===== config.mk =====
export PLATFORM = sky130hd
export DESIGN_NAME = clock_lock_manager_flat
export DESIGN_NICKNAME = d
export VERILOG_FILES = /design/src/rtl/clock_lock_manager_if.sv /design/src/rtl/clock_lock_manager.sv /design/src/flat_wrapper.sv
export SDC_FILE = /design/constraint.sdc
export NUM_CORES = 1
export LEC_CHECK = 0
export CAP_MARGIN = 40
export CORE_MARGIN = 1.5
export CORE_UTILIZATION = 42
export CTS_CLUSTER_SIZE = 25
export DETAILED_ROUTE_END_ITERATION = 10
export HOLD_SLACK_MARGIN = 0.02
export SYNTH_ARGS = -nofsm -noshare
export SYNTH_HDL_FRONTEND = slang
export SYNTH_SLANG_ARGS = --single-unit

===== constraint.sdc =====
create_clock -name clk_pix_i -period 2.4 [get_ports clk_pix_i]
set_input_delay 0.48 -clock clk_pix_i [delete_from_list [all_inputs] [get_ports clk_pix_i]]
set_output_delay 0.48 -clock clk_pix_i [all_outputs]
set_load 0.03 [all_outputs]

===== src/rtl/clock_lock_manager_if.sv =====
// clock_lock_manager_if: PLL lock input, counter clear and reset/status outputs of the lock manager
interface clock_lock_manager_if #(
  parameter int NUM_RST_p    = 3,
  parameter int LOSS_CNT_W_p = 8
);
  logic                    pll_locked_i;
  logic                    clear_count_i;
  logic                    clk_pix_locked_o;
  logic [NUM_RST_p-1:0]    rst_o;
  logic                    ready_o;
  logic [LOSS_CNT_W_p-1:0] lock_loss_count_o;
  logic [1:0]              state_o;
  modport master (
    output pll_locked_i, clear_count_i,
    input  clk_pix_locked_o, rst_o, ready_o, lock_loss_count_o, state_o
  );
  modport slave (
    input  pll_locked_i, clear_count_i,
    output clk_pix_locked_o, rst_o, ready_o, lock_loss_count_o, state_o
  );
endinterface


===== src/rtl/clock_lock_manager.sv =====
// clock_lock_manager: qualifies PLL lock, sequences staggered domain resets, counts lock losses
module clock_lock_manager #(
  parameter int SYNC_STAGES_p   = 2,
  parameter int GLITCH_FILTER_p = 4,
  parameter int HOLD_CYCLES_p   = 1024,
  parameter int NUM_RST_p       = 3,
  parameter int STAGGER_p       = 16,
  parameter int LOSS_CNT_W_p    = 8
) (
  input logic                 clk_pix_i,
  input logic                 reset_i,
  clock_lock_manager_if.slave bus
);
  localparam logic [1:0] WAIT    = 2'd0;
  localparam logic [1:0] HOLD    = 2'd1;
  localparam logic [1:0] RELEASE = 2'd2;
  localparam logic [1:0] RUN     = 2'd3;
  // one shared counter serves the filter, hold and stagger phases, so size it for the largest
  localparam int M1    = GLITCH_FILTER_p > HOLD_CYCLES_p ? GLITCH_FILTER_p : HOLD_CYCLES_p;
  localparam int MAX_C = M1 > STAGGER_p ? M1 : STAGGER_p;
  localparam int CNT_W = $clog2(MAX_C + 1);
  localparam logic [CNT_W-1:0] FILT_END = CNT_W'(GLITCH_FILTER_p - 1);
  localparam logic [CNT_W-1:0] HOLD_END = CNT_W'(HOLD_CYCLES_p - 1);
  localparam logic [CNT_W-1:0] STAG_END = CNT_W'(STAGGER_p - 1);
  logic [SYNC_STAGES_p-1:0] sync_q;
  logic [1:0]               state_q, state_d;
  logic [CNT_W-1:0]         cnt_q, cnt_d;
  logic [NUM_RST_p-1:0]     rst_q, rst_d, shifted;
  logic [LOSS_CNT_W_p-1:0]  loss_q, loss_d;
  logic                     lock, inc;
  assign lock    = sync_q[SYNC_STAGES_p-1];
  // resets are held as a contiguous run of ones at the top; shifting left releases the next lowest bit
  assign shifted = rst_q << 1;
  assign inc     = !lock && state_q == RUN;
  // lock synchroniser for the asynchronous PLL LOCK
  always_ff @(posedge clk_pix_i or posedge reset_i)
    if (reset_i) sync_q <= '0;
    else sync_q <= {sync_q[SYNC_STAGES_p-2:0], bus.pll_locked_i};
  // next-state logic: any lock drop outside WAIT returns to WAIT with all resets asserted
  always_comb begin
    state_d = state_q;
    cnt_d   = cnt_q;
    rst_d   = rst_q;
    if (!lock) begin
      state_d = WAIT;
      cnt_d   = '0;
      rst_d   = '1;
    end else begin
      case (state_q)
        WAIT: begin
          state_d = cnt_q == FILT_END ? HOLD : WAIT;
          cnt_d   = cnt_q == FILT_END ? '0 : cnt_q + CNT_W'(1);
        end
        HOLD: begin
          state_d = cnt_q != HOLD_END ? HOLD : shifted == '0 ? RUN : RELEASE;
          cnt_d   = cnt_q == HOLD_END ? '0 : cnt_q + CNT_W'(1);
          rst_d   = cnt_q == HOLD_END ? shifted : rst_q;
        end
        RELEASE: begin
          state_d = cnt_q == STAG_END && shifted == '0 ? RUN : RELEASE;
          cnt_d   = cnt_q == STAG_END ? '0 : cnt_q + CNT_W'(1);
          rst_d   = cnt_q == STAG_END ? shifted : rst_q;
        end
        default: ;
      endcase
    end
  end
  // saturating lock-loss counter; a clear coincident with a loss leaves one
  always_comb begin
    loss_d = bus.clear_count_i ? LOSS_CNT_W_p'(inc) :
             inc && loss_q != '1 ? loss_q + LOSS_CNT_W_p'(1) : loss_q;
  end
  // FSM, counter and reset-output registers
  always_ff @(posedge clk_pix_i or posedge reset_i)
    if (reset_i) begin
      state_q <= WAIT;
      cnt_q   <= '0;
      rst_q   <= '1;
      loss_q  <= '0;
    end else begin
      state_q <= state_d;
      cnt_q   <= cnt_d;
      rst_q   <= rst_d;
      loss_q  <= loss_d;
    end
  assign bus.clk_pix_locked_o  = lock;
  assign bus.rst_o             = rst_q;
  assign bus.ready_o           = ~|rst_q;
  assign bus.lock_loss_count_o = loss_q;
  assign bus.state_o           = state_q;
endmodule


===== src/flat_wrapper.sv =====
// flat-port wrapper written by rule: the top's interface ports become plain ports
module clock_lock_manager_flat 
#(
  parameter int SYNC_STAGES_p   = 2,
  parameter int GLITCH_FILTER_p = 4,
  parameter int HOLD_CYCLES_p   = 1024,
  parameter int NUM_RST_p       = 3,
  parameter int STAGGER_p       = 16,
  parameter int LOSS_CNT_W_p    = 8
)
  (clk_pix_i, reset_i, bus_pll_locked_i, bus_clear_count_i, bus_clk_pix_locked_o, bus_rst_o, bus_ready_o, bus_lock_loss_count_o, bus_state_o);
  clock_lock_manager_if #(.NUM_RST_p(NUM_RST_p), .LOSS_CNT_W_p(LOSS_CNT_W_p)) bus_i ();
  input logic clk_pix_i;
  input logic reset_i;
  input wire logic [$bits(bus_i.pll_locked_i)-1:0] bus_pll_locked_i;
  input wire logic [$bits(bus_i.clear_count_i)-1:0] bus_clear_count_i;
  output wire logic [$bits(bus_i.clk_pix_locked_o)-1:0] bus_clk_pix_locked_o;
  output wire logic [$bits(bus_i.rst_o)-1:0] bus_rst_o;
  output wire logic [$bits(bus_i.ready_o)-1:0] bus_ready_o;
  output wire logic [$bits(bus_i.lock_loss_count_o)-1:0] bus_lock_loss_count_o;
  output wire logic [$bits(bus_i.state_o)-1:0] bus_state_o;
  assign bus_i.pll_locked_i = bus_pll_locked_i;
  assign bus_i.clear_count_i = bus_clear_count_i;
  assign bus_clk_pix_locked_o = bus_i.clk_pix_locked_o;
  assign bus_rst_o = bus_i.rst_o;
  assign bus_ready_o = bus_i.ready_o;
  assign bus_lock_loss_count_o = bus_i.lock_loss_count_o;
  assign bus_state_o = bus_i.state_o;
  clock_lock_manager #(.SYNC_STAGES_p(SYNC_STAGES_p), .GLITCH_FILTER_p(GLITCH_FILTER_p), .HOLD_CYCLES_p(HOLD_CYCLES_p), .NUM_RST_p(NUM_RST_p), .STAGGER_p(STAGGER_p), .LOSS_CNT_W_p(LOSS_CNT_W_p)) u_core (.clk_pix_i(clk_pix_i), .reset_i(reset_i), .bus(bus_i));
endmodule

==> results of run 1 <==
## per-layer routing
layer / vias to the layer above / part of all wire (%)
li1: 564 / -
met1: 560 / 48
met2: 18 / 48
met3: 4 / 2.9
met4: 0 / 1.2
met5: - / 0
## per-stage QoR
stage	util (%)	setup WS [ns]	hold slack [ns]	instance area [um2]	total power [mW]
after global placement	50.72	0.3934	0.3362	1679	0.6831
after CTS	51.81	0.2902	0.3745	1715	0.9165
final	51.81	0.2981	0.3715	1715	0.9079
after detailed placement	50.72	0.3329	0.3405	1679	0.6878
after global routing	51.81	0.1214	0.3888	1715	0.9626
after floorplan	-	0.3411	0.3312	1430	0.6323
## final timing paths
kind	end	slack [ns]
min in group asynchronous	u_core.bus.lock_loss_count_o[2]$_DFFE_PP0P_	0.48
worst max-delay path	bus_rst_o[0]	0.30
max in group asynchronous	u_core.bus.rst_o[2]$_DFFE_PP1P_	1.63
worst min-delay path	u_core.sync_q[1]$_DFF_PP0_	0.37
worst max register to register	u_core.cnt_q[4]$_DFFE_PP0P_	0.31
worst min register to register	u_core.sync_q[1]$_DFF_PP0_	0.37
## power by group through the flow
stage          Clock (mW)  Combinational (mW)  Sequential, mW
6_report            0.230               0.178           0.500
5_1_grt             0.255               0.203           0.505
4_1_cts             0.236               0.181           0.500
3_5_place_dp            0               0.179           0.508
3_3_place_gp            0               0.177           0.506
2_1_floorplan           0               0.112           0.520
## registers in the layout, summed over array words and instances, names as in the netlist
register	flops
u_core.bus.rst_o	3
u_core.cnt_q	11
u_core.bus.state_o	2
u_core.bus.lock_loss_count_o	8
u_core.sync_q	2
## cells by family (layout without fill, tap and decap cells)
kind of cell	count (synthesis)	count (layout)	share of synthesized area, %
compound gates	25	25	13.82
xor+xnor	10	10	6.125
fa+ha+maj	6	6	5.249
buf+inv	10	32	2.625
flops	26	26	45.76
mux	1	1	0.6999
simple gates	68	68	25.72
## final cells by class
cell class | instances | area share [%]
clock buffers | 4 | 2.115
multi-input cells | 110 | 43.03
flip-flops and latches | 26 | 38.15
inverters | 7 | 1.532
repair buffers | 21 | 11.82
well taps | 46 | 3.355
## placed cells by master, fill, tap and decap left out, drive strengths merged, types with 2 or more instances in the layout
master / count
a41o: 2
a21oi: 4
a21o: 2
nor2b: 3
inv: 7
nor3b: 2
xor2: 2
nand2: 15
dfrtp: 23
o21ai: 7
nor3: 5
or3: 3
dfstp: 3
nor2: 14
ha: 6
clkbuf: 4
xnor2: 8
nor4: 6
nand3: 12
and3: 2
nand2b: 3
buf: 3
clkdlybuf4s50: 18
==> impl_metrics.toml, run 1 <==
[layout]
area_growth_pct = 19.95
regArea_um2 = 654.4
layout-drive-gt1-share_pct = 10.71
multi_input_area_um2 = 738.2
nFillCells = 312
nNetsFinal = 179
antennaDiodeCount = 0
fin_cells = 214

[logic_synthesis]
synth_edf_count = 0
ys_seq_area_share_pct = 45.76
ys_ff_latch = 26
synth.top_cell.area_share_pct = 40.24
yosysWarningCount = 0
synth_async_sr_flop_share_pct = 100.0
synth.distinct_cells = 42
yosys-top-cells-area = "dfrtp_1 (40%), dfstp_2 (5.5%), ha_1 (5.2%), xnor2_1 (4.9%), nand3_1 (3.8%)"
yosysMostFrequentCell = "dfrtp_1"
syn_area_um2 = 1430
synth_ff_type = "dfrtp_1"
syn_nets = 156
synth_common_cells = "dfrtp_1 (23), nand2_1 (14), nor2_1 (13), nand3_1 (11), xnor2_1 (8)"
postSynthCellCount = 146
yosysTopAreaCell = "dfrtp_1"
avgSynthCellArea_um2 = 9.795

[timing]
fin_tns_setup_ns = 0
setup_violations = 0
rsz0062_at_grt = "false"
worst_pin_slew_ns = 0.7489
slew_headroom_pct = 49.65
max_freq_ghz = 0.4758
maxSlewViolCount = 0
timing.final.hold_violations = 0
period_needed_ns = 2.102
post-route-period-util_pct = 87.58
clock_skew_ns = 0.01115

[setup_path]
crit_slowest_cell = "clkdlybuf4s50_1"
path_cells = "clkdlybuf4s50_1"
cp_slowest_stage_delay_ns = 0.68
end_kind = "primary output"
critPathLaunchType = "flop"
crit_type = "reg2out"
ff2ff_path_depth = 7
cp.depth = 1
critical-path-top-delay-family = "buffers and inverters"
worstPathArrival_ns = 1.62
cp_max_fo = 5
path_buf_inv = 1
rr_startpoint = "u_core.bus.state_o[0]$_DFFE_PP0P_"
cp.required_ns = 1.92
critPathLaunch = "u_core.bus.rst_o[0]$_DFFE_PP1P_"

[floorplanning]
die_area_um2 = 3764
die_width_um = 61.35
initial_utilization_pct = 43.20
io_pins = 19
fp-row-count = 21
core-area_um2 = 3311
die_h_um = 61.35

[run_status]
status = "finished clean"

[clock_tree]
cts_setup_buffers = 0
clock-sinks = 26
cts_buffers = 3
root_buffer = "clkbuf_4"
ctsHoldBuffers = 0
cts_tree = "done"
htree_levels = 1
ctsResizeCount = 0
clk_path_buf_depth = 2
cts.clk_slew.worst_paths_ns = 0.15
clk-insertion-delay-late_ns = 0.33

[pwr]
p_leak_nw = 0.7298
clockPowerShare_pct = 25.3
intPower_mw = 0.6353
p_switching_mw = 0.2726
combPwrFrac_pct = 19.6
powerDensity_nw_per_um2 = 529.3
vdd_drop_max_mv = 0.2711
p_seq_share_pct = 55.1
swShare_pct = 30.03

[grt]
grt.total_usage_pct = 17.79
grt_pass1_vias = 1131
antenna_found_initial = 0
grt_pass1_wl_mm = 4.988
grt-busiest-layer = "met2"
grt_use_met2_pct = 29.64
grt_max_degree = 27
grt_util_met1_pct = 23.05
gr-usage-met3_pct = 2.731
grt_overflow_total = 0

[routing]
drt_iter0_drc = 42
ant_nets = 0
num_vias = 1146
drcViolationCount = 0
wl_per_cell_um = 13.21
firstDrtPassIters = 4
wl_mm = 2.827
via_per_inst = 5.355

[placement]
place_inst = 210
numPortBuffers = 18
place.gp.congestion = 0.7936
hpwlAfterDp_mm = 2.046

[min_path]
worstHoldStart = "u_core.sync_q[0]$_DFF_PP0_"
whs_path_depth = 0
worst_hold_path_type = "reg2reg"

[run]
max_cap_violations = 0
No activity file was read; power rests on OpenSTA's default activity.
==> inputs of run 2 (changes only) <==
--- a/config.mk
+++ b/config.mk
@@ -8,6 +8,7 @@
 export CAP_MARGIN = 40
 export CORE_MARGIN = 1.5
 export CORE_UTILIZATION = 42
+export CTS_BUF_LIST = sky130_fd_sc_hd__clkbuf_16
 export CTS_CLUSTER_SIZE = 25
 export DETAILED_ROUTE_END_ITERATION = 10
 export HOLD_SLACK_MARGIN = 0.02
==> run 2 against run 1 <==
Utilization grew 1.3 points. Clock power grew 61%. Non-clock buffer count did not move. Worst setup slack improved by 0.045 ns. Via count is 1.6% lower. Die area unchanged. Routed wire length decreased by 0.57%. Combinational power hardly changed. Cell count unchanged. Sequential share of layout area decreased by 0.92 points. Critical path type is now reg2reg. Largest cell class unchanged.
==> impl_metrics.toml, run 2 (synthesis results as in run 1) <==
[run_status]
status = "finished clean"

[grt]
grt.total_usage_pct = 17.70
grt_overflow_total = 0
antenna_found_initial = 0
grt_pass1_wl_mm = 4.954
grt_pass1_vias = 1126
grt_max_degree = 27

[timing]
period_needed_ns = 2.056
clock_skew_ns = 0.003955
fin_tns_setup_ns = 0
worst_pin_slew_ns = 0.7474
maxSlewViolCount = 0
slew_headroom_pct = 49.75
post-route-period-util_pct = 85.69
hold_slack_ns = 0.3529
layout_setup_ws_ns = 0.3435
timing.final.hold_violations = 0
max_freq_ghz = 0.4863
rsz0062_at_grt = "false"
setup_violations = 0

[layout]
layout-drive-gt1-share_pct = 10.12
final_cell_mix = "dfrtp_1 (23), clkdlybuf4s50_1 (18), nand2_1 (14)"
utilization_pct = 53.10
fin_area_um2 = 1758
largest-register = "u_core.cnt_q"
antennaDiodeCount = 0
fin_cells = 214
largest_register_ffs = 11
area_growth_pct = 22.92
final_common_cell = "dfrtp_1"
nNetsFinal = 179

[clock_tree]
clk_path_buf_depth = 2
cts_tree = "done"
htree_levels = 1
ctsHoldBuffers = 0
root_buffer = "clkbuf_16"
clock-sinks = 26
clk-insertion-delay-late_ns = 0.26
ctsResizeCount = 0
cts.clk_slew.worst_paths_ns = 0.06
cts_buffers = 3
cts_setup_buffers = 0

[setup_path]
crit_type = "reg2reg"
end_kind = "flop"
cp_slowest_stage_delay_ns = 0.39
cp.required_ns = 2.55
critPathLaunchType = "flop"
cp_max_fo = 7
critical-path-top-delay-family = "compound AO/OA/AOI/OAI gates"
path_buf_inv = 1
crit_slowest_cell = "dfrtp_1"
path_cells = "inv_1, ha_1, nor2b_1, a41o_1, a21boi_2, nand2b_1, o311ai_1"
worstPathArrival_ns = 2.21

[run]
max_cap_violations = 0

[min_path]
worst_hold_path_type = "reg2reg"

[routing]
drcViolationCount = 0
firstDrtPassIters = 4
wl_per_cell_um = 13.14
via_per_inst = 5.271
ant_nets = 0
drt_iter0_drc = 45
wl_mm = 2.811
num_vias = 1128

[placement]
place.gp.congestion = 0.7936
numPortBuffers = 18
place_area_um2 = 1679
dpl_worst_slack_ns = 0.3329
place_inst = 210
hpwlAfterDp_mm = 2.046

[floorplanning]
core-area_um2 = 3311
die_h_um = 61.35
die_area_um2 = 3764
fp-row-count = 21
initial_utilization_pct = 43.20
die_width_um = 61.35
io_pins = 19

[pwr]
p_leak_nw = 0.7473
vdd_drop_max_mv = 0.3074
powerDensity_nw_per_um2 = 596.3
power.total_mw = 1.048
-- run 2: cell count changes in the layout (fill, tap and decap cells not counted), sizes merged --
cell    change
clkinv      +1
clkbuf      -1
-- run 2: per-layer routing --
layer  wire length, um  track usage [%]
met4                38            7.903
met1              1336            22.52
met2              1359            29.79
met3                78            2.731
met5                 0                0
-- run 2: path summary, 6_finish.rpt --
| check | start | slack [ns] | endpoint | cells past startpoint |
|---|---|---|---|---|
| max | u_core.bus.state_o[0]$_DFFE_PP0P_ | 0.34 | u_core.cnt_q[4]$_DFFE_PP0P_ | 7 |
| min in group asynchronous | reset_i | 0.57 | u_core.bus.lock_loss_count_o[2]$_DFFE_PP0P_ | 3 |
| min | u_core.sync_q[0]$_DFF_PP0_ | 0.35 | u_core.sync_q[1]$_DFF_PP0_ | 0 |
| max in group asynchronous | reset_i | 1.53 | u_core.bus.rst_o[2]$_DFFE_PP1P_ | 3 |
| max reg2reg | u_core.bus.state_o[0]$_DFFE_PP0P_ | 0.34 | u_core.cnt_q[4]$_DFFE_PP0P_ | 7 |
| min reg2reg | u_core.sync_q[0]$_DFF_PP0_ | 0.35 | u_core.sync_q[1]$_DFF_PP0_ | 0 |
-- run 2: area by class of cell --
type | count | area, um2
tap | 46 | 57.56
clock buffer | 3 | 75.07
clock inverter | 1 | 3.754
multi-input combinational | 110 | 738.2
inverter | 7 | 26.28
fill | 309 | 1553
timing repair buffer | 21 | 202.7
sequential | 26 | 654.4
-- run 2: power by group --
group / internal, mW / switching, mW / leakage [nW]
Sequential: 0.469 / 0.0312 / 0.346
Combinational: 0.0742 / 0.103 / 0.363
Clock: 0.223 / 0.148 / 0.0385
